### config.mk
export PLATFORM = sky130hd
export DESIGN_NAME = keypad_entry
export DESIGN_NICKNAME = d
export VERILOG_FILES = /design/src/rtl/keypad_entry.sv
export SDC_FILE = /design/constraint.sdc
export NUM_CORES = 1
export LEC_CHECK = 0
export CORE_MARGIN = 2
export CORE_UTILIZATION = 54
export DETAILED_ROUTE_END_ITERATION = 8
export GPL_ROUTABILITY_DRIVEN = 0
export PLACE_DENSITY = 0.79
export SETUP_SLACK_MARGIN = 0.15
export SLEW_MARGIN = 40
export SYNTH_ARGS = -nofsm -noshare
export SYNTH_HDL_FRONTEND = slang
export SYNTH_SLANG_ARGS = --single-unit
### constraint.sdc
create_clock -name clk -period 2.3 [get_ports clk]
set_input_delay 0.575 -clock clk [delete_from_list [all_inputs] [get_ports clk]]
set_output_delay 0.575 -clock clk [all_outputs]
set_load 0.01 [all_outputs]
### src/rtl/keypad_entry.sv
`default_nettype none
// ============================================================================
// Module   : keypad_entry
// Brief    : Matrix-keypad scanner with tick-based debounce and an ordered
//            multi-digit entry buffer (clear / backspace / enter keys).
// Revision : 1.0 - initial parametrised release
// ============================================================================
module keypad_entry #(
    parameter int ROWS      = 4,
    parameter int COLS      = 4,
    parameter int SCAN_DIV  = 32768,
    parameter int DEBOUNCE  = 2,
    parameter int DIGITS    = 6,
    parameter int KEY_ENTER = 14,
    parameter int KEY_CLEAR = 15,
    parameter int KEY_BACK  = 12,
    localparam int KN = ROWS * COLS,
    localparam int KW = $clog2(KN),
    localparam int EW = $clog2(KN + 1),
    localparam int CW = $clog2(DIGITS + 1)
) (
    input  logic                 clk,
    input  logic                 rst,
    input  logic                 clr,
    input  logic [ROWS-1:0]      row_in,
    output logic [COLS-1:0]      col_out,
    output logic                 key_valid,
    output logic [KW-1:0]        key_code,
    output logic [DIGITS*EW-1:0] digits,
    output logic [CW-1:0]        count,
    output logic                 full,
    output logic                 overflow,
    output logic                 entry_done
);

    localparam int DW  = $clog2(SCAN_DIV);
    localparam int RIW = (ROWS > 1) ? $clog2(ROWS) : 1;
    localparam int CIW = (COLS > 1) ? $clog2(COLS) : 1;
    localparam int SW  = $clog2(DEBOUNCE + 1);
    localparam logic [EW-1:0] C_EMPTY = EW'(KN);

    typedef enum logic [1:0] {
        ST_IDLE    = 2'd0,
        ST_SCAN    = 2'd1,
        ST_CONFIRM = 2'd2,
        ST_PRESSED = 2'd3
    } state_t;

    // Active-low drive pattern selecting a single column.
    function automatic logic [COLS-1:0] col_drive(input logic [CIW-1:0] k);
        return ~(COLS'(1) << k);
    endfunction

    logic [DW-1:0]   r_div;
    logic            w_tick;
    state_t          r_state,     w_state_nxt;
    logic [CIW-1:0]  r_k,         w_k_nxt;
    logic [RIW-1:0]  r_row,       w_row_nxt;
    logic [SW-1:0]   r_stab,      w_stab_nxt;
    logic [COLS-1:0] r_col_out,   w_col_out_nxt;
    logic            r_key_valid, w_key_valid_nxt;
    logic [KW-1:0]   r_key_code,  w_key_code_nxt;
    logic            w_any_low;
    logic [RIW-1:0]  w_low_idx;

    logic [EW-1:0]   r_slot [DIGITS];
    logic [CW-1:0]   r_count;
    logic            r_done;
    logic            r_entry_done;
    logic            r_overflow;
    logic [EW-1:0]   w_digit;

    assign w_tick    = (r_div == DW'(SCAN_DIV - 1));
    assign w_any_low = ~&row_in;
    assign w_digit   = EW'(r_key_code);

    // Free-running scan divider; clr deliberately leaves it running.
    always_ff @(posedge clk or negedge rst) begin
        if (!rst)
            r_div <= '0;
        else if (w_tick)
            r_div <= '0;
        else
            r_div <= r_div + DW'(1);
    end

    // Priority encode the lowest active (low) row.
    always_comb begin
        w_low_idx = '0;
        for (int i = ROWS - 1; i >= 0; i--) begin
            if (!row_in[i])
                w_low_idx = RIW'(i);
        end
    end

    // Scanner state register; column drive and key strobe are registered here.
    always_ff @(posedge clk or negedge rst) begin
        if (!rst) begin
            r_state     <= ST_IDLE;
            r_k         <= '0;
            r_row       <= '0;
            r_stab      <= '0;
            r_col_out   <= '0;
            r_key_valid <= 1'b0;
            r_key_code  <= '0;
        end else begin
            r_state     <= w_state_nxt;
            r_k         <= w_k_nxt;
            r_row       <= w_row_nxt;
            r_stab      <= w_stab_nxt;
            r_col_out   <= w_col_out_nxt;
            r_key_valid <= w_key_valid_nxt;
            r_key_code  <= w_key_code_nxt;
        end
    end

    // Scanner next-state: every transition is gated by the scan tick.
    always_comb begin
        w_state_nxt     = r_state;
        w_k_nxt         = r_k;
        w_row_nxt       = r_row;
        w_stab_nxt      = r_stab;
        w_col_out_nxt   = r_col_out;
        w_key_valid_nxt = 1'b0;
        w_key_code_nxt  = r_key_code;
        if (clr) begin
            w_state_nxt    = ST_IDLE;
            w_k_nxt        = '0;
            w_row_nxt      = '0;
            w_stab_nxt     = '0;
            w_col_out_nxt  = '0;
            w_key_code_nxt = '0;
        end else if (w_tick) begin
            case (r_state)
                ST_IDLE: begin
                    w_col_out_nxt = '0;
                    if (w_any_low) begin
                        w_state_nxt   = ST_SCAN;
                        w_k_nxt       = '0;
                        w_col_out_nxt = col_drive('0);
                    end
                end
                ST_SCAN: begin
                    if (w_any_low) begin
                        w_row_nxt  = w_low_idx;
                        w_stab_nxt = SW'(1);
                        if (DEBOUNCE == 1) begin
                            // Single-tick debounce: the scan hit itself is the confirmation.
                            w_state_nxt     = ST_PRESSED;
                            w_stab_nxt      = '0;
                            w_key_valid_nxt = 1'b1;
                            w_key_code_nxt  = KW'(int'(w_low_idx) * COLS + int'(r_k));
                        end else begin
                            w_state_nxt = ST_CONFIRM;
                        end
                    end else if (r_k == CIW'(COLS - 1)) begin
                        w_state_nxt   = ST_IDLE;
                        w_col_out_nxt = '0;
                    end else begin
                        w_k_nxt       = r_k + CIW'(1);
                        w_col_out_nxt = col_drive(r_k + CIW'(1));
                    end
                end
                ST_CONFIRM: begin
                    if (!row_in[r_row]) begin
                        if (r_stab + SW'(1) == SW'(DEBOUNCE)) begin
                            w_state_nxt     = ST_PRESSED;
                            w_stab_nxt      = '0;
                            w_key_valid_nxt = 1'b1;
                            w_key_code_nxt  = KW'(int'(r_row) * COLS + int'(r_k));
                        end else begin
                            w_stab_nxt = r_stab + SW'(1);
                        end
                    end else begin
                        w_state_nxt   = ST_IDLE;
                        w_col_out_nxt = '0;
                    end
                end
                default: begin
                    // Pressed: hold the column, wait for a stable release.
                    if (w_any_low) begin
                        w_stab_nxt = '0;
                    end else if (r_stab + SW'(1) == SW'(DEBOUNCE)) begin
                        w_state_nxt   = ST_IDLE;
                        w_stab_nxt    = '0;
                        w_col_out_nxt = '0;
                    end else begin
                        w_stab_nxt = r_stab + SW'(1);
                    end
                end
            endcase
        end
    end

    // Entry buffer: consumes each key strobe one clock after it appears.
    always_ff @(posedge clk or negedge rst) begin
        if (!rst) begin
            for (int i = 0; i < DIGITS; i++)
                r_slot[i] <= C_EMPTY;
            r_count      <= '0;
            r_done       <= 1'b0;
            r_entry_done <= 1'b0;
            r_overflow   <= 1'b0;
        end else begin
            r_entry_done <= 1'b0;
            r_overflow   <= 1'b0;
            if (clr) begin
                for (int i = 0; i < DIGITS; i++)
                    r_slot[i] <= C_EMPTY;
                r_count <= '0;
                r_done  <= 1'b0;
            end else if (r_key_valid) begin
                if (r_key_code == KW'(KEY_CLEAR)) begin
                    for (int i = 0; i < DIGITS; i++)
                        r_slot[i] <= C_EMPTY;
                    r_count <= '0;
                    r_done  <= 1'b0;
                end else if (r_key_code == KW'(KEY_BACK)) begin
                    if (r_count != '0) begin
                        for (int i = 0; i < DIGITS; i++) begin
                            if (CW'(i + 1) == r_count)
                                r_slot[i] <= C_EMPTY;
                        end
                        r_count <= r_count - CW'(1);
                    end
                    r_done <= 1'b0;
                end else if (r_key_code == KW'(KEY_ENTER)) begin
                    r_entry_done <= 1'b1;
                    r_done       <= 1'b1;
                end else if (r_done) begin
                    // First digit after a completed entry starts a fresh one.
                    for (int i = 0; i < DIGITS; i++)
                        r_slot[i] <= (i == 0) ? w_digit : C_EMPTY;
                    r_count <= CW'(1);
                    r_done  <= 1'b0;
                end else if (r_count != CW'(DIGITS)) begin
                    for (int i = 0; i < DIGITS; i++) begin
                        if (CW'(i) == r_count)
                            r_slot[i] <= w_digit;
                    end
                    r_count <= r_count + CW'(1);
                end else begin
                    r_overflow <= 1'b1;
                end
            end
        end
    end

    generate
        for (genvar g = 0; g < DIGITS; g++) begin : g_slot
            assign digits[g*EW +: EW] = r_slot[g];
        end
    endgenerate

    assign col_out    = r_col_out;
    assign key_valid  = r_key_valid;
    assign key_code   = r_key_code;
    assign count      = r_count;
    assign full       = (r_count == CW'(DIGITS));
    assign overflow   = r_overflow;
    assign entry_done = r_entry_done;

endmodule
`default_nettype wire

# Word level (Yosys, flattened, before mapping)
# Index checks and enable logic that the tools add are counted.
word_totals:
  reg_bits: 68
  inputBits: 7
  output_inout_bits: 45
  wordCells: 189
op_classes:
  n_addsub: 6
  order_cmp: 1
  eq_ne: 35
  shifts: 1
  n_mux: 94
  bitwise: 1
  n_reduce_logical: 33
ops:
  columns: ["operator", "n"]
  rows:
  - ["30-bit two-way mux", 8]
  - ["5-bit two-way mux", 12]
  - ["2-bit two-way mux", 27]
  - ["4-bit two-way mux", 13]
  - ["5-bit nonzero test", 9]
  - ["6-bit AND reduction", 7]
  - ["4-bit by 3-bit inequality test with 1-bit output (second input constant)", 7]
  - ["3-bit two-way mux", 8]
  - ["3-bit inequality test (second input constant)", 7]
  - ["1-bit two-way mux", 20]
  - ["4-bit AND reduction", 4]
  - ["15-bit by 1-bit adder with 15-bit output (second input constant)", 1]
  - ["15-bit == test (second input constant)", 1]
  - ["15-bit two-way mux", 1]
  - ["4-bit == test (second input constant)", 3]
  - ["4-bit inequality test (second input constant)", 3]
  - ["2-bit one-hot mux with 3 select lines", 2]
  - ["4-bit one-hot mux with 3 select lines", 1]
  - ["5-bit AND reduction", 2]
  - ["2-bit nonzero test", 5]
  - ["3-bit == test (first input constant)", 3]
  - ["2-bit == test (second input constant)", 3]
  - ["2-bit by 3-bit == test with 1-bit output (first input constant)", 2]
  - ["2-bit inequality test (second input constant)", 3]
  - ["other kinds (17)", 19]

# Logic depth before layout (Yosys ltp)
logic_depth:
  depth_word: 9
  mapped_depth: 9

# Least setup slack after synthesis
# OpenSTA, ideal clock, no wires.
synth_path:
  path_kind: "reg-to-reg"
  from: "register r_count[0] (netlist: count[0])"
  to: "register r_slot (netlist bit digits[20])"
  setup_ns: 0.125
  t_arrival_ns: 2.151
  required_time_ns: 2.175
  path_slack_ns: 0.024
  stages_incl_launch_ff: 10
  period_less_slack_ns: 2.276
  cell_sequence: "dfrtp_1 -> inv_1 -> ha_1 -> and2_1 -> o211ai_1 -> o311a_1 -> buf_6 -> or3b_1 -> buf_6 -> mux2_4"
synth_between:
  elab_chain_len: 3
  elab_cells_between_ends: 9
  cone_classes: "5 x eq/ne; 4 x reduce/logical"
synth_rtl:
  columns: ["item", "line", "text"]
  rows:
  - ["from (decl)", "67", "logic [CW-1:0] r_count;"]
  - ["from (signal assigned)", "224", "r_count <= r_count - CW'(1);"]
  - ["from (signal assigned)", "241", "r_count <= r_count + CW'(1);"]
  - ["3-bit == test (tied with other cells)", "221", "if (CW'(i + 1) == r_count)"]
  - ["4-bit by 3-bit inequality test with 1-bit output (no line) or 5-bit nonzero test (tied branches)", null, null]
  - ["6-bit AND reduction (no line) *", null, null]
  - ["to (signal, indexed assignment)", "233", "r_slot[i] <= (i == 0) ? w_digit : C_EMPTY;"]
  - ["to (signal, indexed assignment)", "239", "r_slot[i] <= w_digit;"]
  - ["to (decl)", "66", "logic [EW-1:0] r_slot [DIGITS];"]
# Mark *: on every way between the ends. The rest lies on a longest branch, timed or not.
# A chain may end at the register's enable or synchronous reset.

# Worst setup path after layout
layout_path:
  from: "register r_key_code[0] (netlist: key_code[0])"
  to: "register r_slot (netlist bit digits[8])"
layout_between:
  elab_chain_len: 5
  elab_cells_between_ends: 13
  cone_classes: "6 x eq/ne; 4 x mux; 3 x reduce/logical"
layout_rtl:
  columns: ["item", "line", "text"]
  rows:
  - ["from (decl)", "62", "logic [KW-1:0] r_key_code, w_key_code_nxt;"]
  - ["from (signal assigned)", "113", "r_key_code <= w_key_code_nxt;"]
  - ["4-bit == test", "218", "end else if (r_key_code == KW'(KEY_BACK)) begin"]
  - ["30-bit two-way mux", "218", null]
  - ["30-bit two-way mux", "213", "if (r_key_code == KW'(KEY_CLEAR)) begin"]
  - ["30-bit two-way mux", "212", "end else if (r_key_valid) begin"]
  - ["30-bit two-way mux", "207", "if (clr) begin"]
# Several ways; a longest one is shown, not always the timed one. The select of a mux whose other input is x is not followed.

==> impl_metrics.py <==
metrics = {
    "layout": {
        "num-nets-final": 438,
        "mostFrequentLayoutCell": "dfrtp_1",
        "fin_area_um2": 4740,
        "finish.utilization_pct": 74.7,
        "antenna_cells": 0,
        "fill_cells": 401,
        "regArea_um2": 1710,
        "multi_input_area_um2": 1800,
        "syn_to_final_growth_pct": 33.2,
        "most-common-layout-cells": "dfrtp_1 (59), clkdlybuf4s50_1 (48), buf_4 (38)",
        "drive_gt1_share_pct": 28.3,
    },
    "yosys": {
        "synthFlopType": "dfrtp_1",
        "synth_area_per_cell_um2": 11.1,
        "ys_types": 54,
        "synth_area_um2": 3560,
        "synth_edf_count": 0,
        "synth_fa_ha_area_share_pct": 5.27,
        "ys.warnings.count": 0,
        "ys_seq_area_share_pct": 48.0,
        "ys_seq_elements": 68,
        "synth_top_family_by_area": "multiplexers",
        "synth_compound_area_share_pct": 9.66,
        "synth_xor_xnor_area_share_pct": 2.95,
        "synth_nets": 344,
        "yosys.area_share.simple_pct": 15.1,
        "synthMuxAreaShare_pct": 15.5,
        "netlist_instances": 322,
        "async_flop_share_pct": 100,
    },
    "clock_tree": {
        "clockRootBuffer": "clkbuf_8",
        "h-tree-depth": 3,
        "clock_latency_ns": 0.35,
        "cts_num_sinks": 68,
        "cts_tree": "yes",
        "numCtsBuffers": 9,
        "cts.clk_slew.worst_paths_ns": 0.08,
        "clockBufferDepth": 2,
    },
    "placement": {
        "portBuffers": 51,
        "dp_hpwl_um": 5730,
        "place_area_um2": 4360,
        "dpl_worst_slack_ns": -0.319,
    },
    "power": {
        "p_switching_mw": 0.948,
        "power.leakage_nw": 2.24,
        "power.density_nw_per_um2": 690,
        "p_seq_share_pct": 40.8,
        "ir_drop_mv": 0.672,
        "total_power_mw": 3.27,
        "intPower_mw": 2.33,
        "pwr-share-comb_pct": 24.2,
        "p_sw_share_pct": 29.0,
        "clockPowerShare_pct": 34.9,
    },
    "global_route": {
        "grt_first_pass_wirelength_um": 13100,
        "grt_pass1_vias": 2707,
        "antenna_found_initial": 0,
        "gr-total-overflow": 0,
        "grt_max_degree": 31,
        "grt_usage_pct": 23.0,
    },
    "routing": {
        "drt_iter0_drc": 155,
        "drc_errors": 0,
        "detail-route-antenna-nets": 0,
        "vias_per_cell": 5.54,
        "via_count": 2760,
        "first_pass_iters": 4,
        "drt_wl_total_um": 8330,
        "routedWlPerCell_um": 16.7,
    },
    "critical_path": {
        "required_ns": 2.54,
        "cp_cell_sequence": "buf_4, buf_4, nand4b_1, a21o_1, o311a_1, buf_6, nor3b_4, buf_6, mux2_4",
        "slowest_stage": "dfrtp_2",
        "end_kind": "flip-flop",
        "criticalPathCategory": "reg -> reg",
        "cpLargestDelayFamily": "buffers and inverters",
        "critPathMaxFanout": 5,
        "critical_path_arrival_ns": 2.39,
        "slowest_delay_ns": 0.45,
        "crit_path_start_kind": "flip-flop",
        "path_buf_inv": 4,
        "r2r_slack_ns": 0.15,
    },
    "sta": {
        "final-max-slew-violation-count": 0,
        "finalHoldViolCount": 0,
        "timing.final.ws_setup_ns": 0.155,
        "fin_skew_ns": 0.00944,
        "maxSlewHeadroom_pct": 57.4,
        "finalSetupViolations": 0,
        "worst_slew_pin_slew_ns": 0.638,
        "tns_ns": 0,
        "finalCriticalPeriod_ns": 2.15,
        "finalCritPeriodShare_pct": 93.3,
        "rsz0062_at_grt": "yes",
        "fmax_ghz": 0.466,
    },
    "die": {
        "core_um2": 6350,
        "std_cell_rows": 29,
        "die_w_um": 85.2,
        "die_h_um": 85.2,
        "initial_core_util_pct": 56.1,
        "pin_count": 52,
        "die-area_um2": 7260,
    },
    "status": {
        "status": "completed",
    },
    "run": {
        "drv_cap": 0,
    },
    "worst_hold_path": {
        "hp-class": "in -> async",
    },
}
[cell families (layout without fill, tap and decap cells)]
group                    count (synthesis)  count (layout)
XOR/XNOR                                12              12
AO/OA/AOI/OAI                           50              50
adder cells (fa/ha/maj)                 15              15
buffers and inverters                   29             128
multiplexers                            47              47
flip-flops                              68              68
AND/OR/NAND/NOR                        101             101
[cells in the mapped netlist, drive strengths merged, types with 6 or more instances]
master	instances	area share [%]
a21oi	16	2.2
dfrtp	62	44
dfstp	6	4.4
ha	15	5.3
inv	20	2.1
mux2	35	12
mux2i	12	3.4
nand2	19	2.0
nand2b	6	1.1
nand3	11	1.5
nor2	28	3.0
nor2b	9	1.6
o21ai	9	1.4
xor2	10	2.5
[worst register-to-register path, stage by stage (launching register included)]
cell and delay [ns]:
dfrtp_2 0.45, buf_4 0.15, buf_4 0.12, nand4b_1 0.20, a21o_1 0.23, o311a_1 0.15
buf_6 0.14, nor3b_4 0.14, buf_6 0.14, mux2_4 0.30
[stage by stage]
step,hold WS [ns],instances
final,0.235,498
after detailed placement,0.463,472
after floorplan,0.279,322
after CTS,0.258,489
after global placement,0.459,472
after global routing,0.294,498
[registers in the layout (all words and copies together) (netlist names)]
signal      cells
r_div          15
r_row           2
overflow        1
entry_done      1
key_code        4
r_state         2
r_k             2
count           3
r_stab          2
col_out         4
digits         30
r_done          1
key_valid       1
[worst paths after layout]
check,start,to,cells past startpoint
setup reg to reg,key_code[0]$_DFFE_PN0P_,digits[8]$_DFFE_PN0P_,9
max in group asynchronous,rst,digits[4]$_DFFE_PN1P_,2
hold / removal,rst,digits[16]$_DFFE_PN0P_,1
min in group clk,digits[4]$_DFFE_PN1P_,digits[4]$_DFFE_PN1P_,2
hold reg to reg,digits[4]$_DFFE_PN1P_,digits[4]$_DFFE_PN1P_,2
setup / recovery,key_code[0]$_DFFE_PN0P_,digits[8]$_DFFE_PN0P_,9
[final cells by class]
type,count,share of cell area (%)
flip-flops and latches,68,36.1
clock buffers,10,2.90
well taps,77,2.03
repair buffers,92,17.5
multi-input cells,225,37.8
clock inverters,6,2.00
inverters,20,1.58
[timing repair]
| action | 4_1_cts | 5_1_grt |
|---|---|---|
| buffers inserted | 1 | 9 |
| hold buffers | 0 | 0 |
| hold endpoints to repair | 0 | 0 |
| resized for setup | 11 | 8 |
| setup endpoints to repair | 27 | 32 |
| gates cloned | 0 | 0 |
| pin swaps | 1 | 5 |
[metal layers]
metal	part of all wire (%)	track usage (%)	vias to the layer above
met5	0	0	-
met4	1.2	9.81	0
met3	3.9	4.09	11
met2	53	39.5	69
met1	42	28.7	1365
li1	-	-	1315
[power by group through the flow]
stage / clock network (mW) / logic, mW / registers (mW)
after detailed placement: 0 / 0.765 / 1.36
final: 1.14 / 0.794 / 1.34
after global routing: 1.21 / 0.864 / 1.35
after global placement: 0 / 0.742 / 1.35
after CTS: 1.15 / 0.785 / 1.34
after floorplan: 0 / 0.446 / 1.38
(Power assumes the default switching activity.)
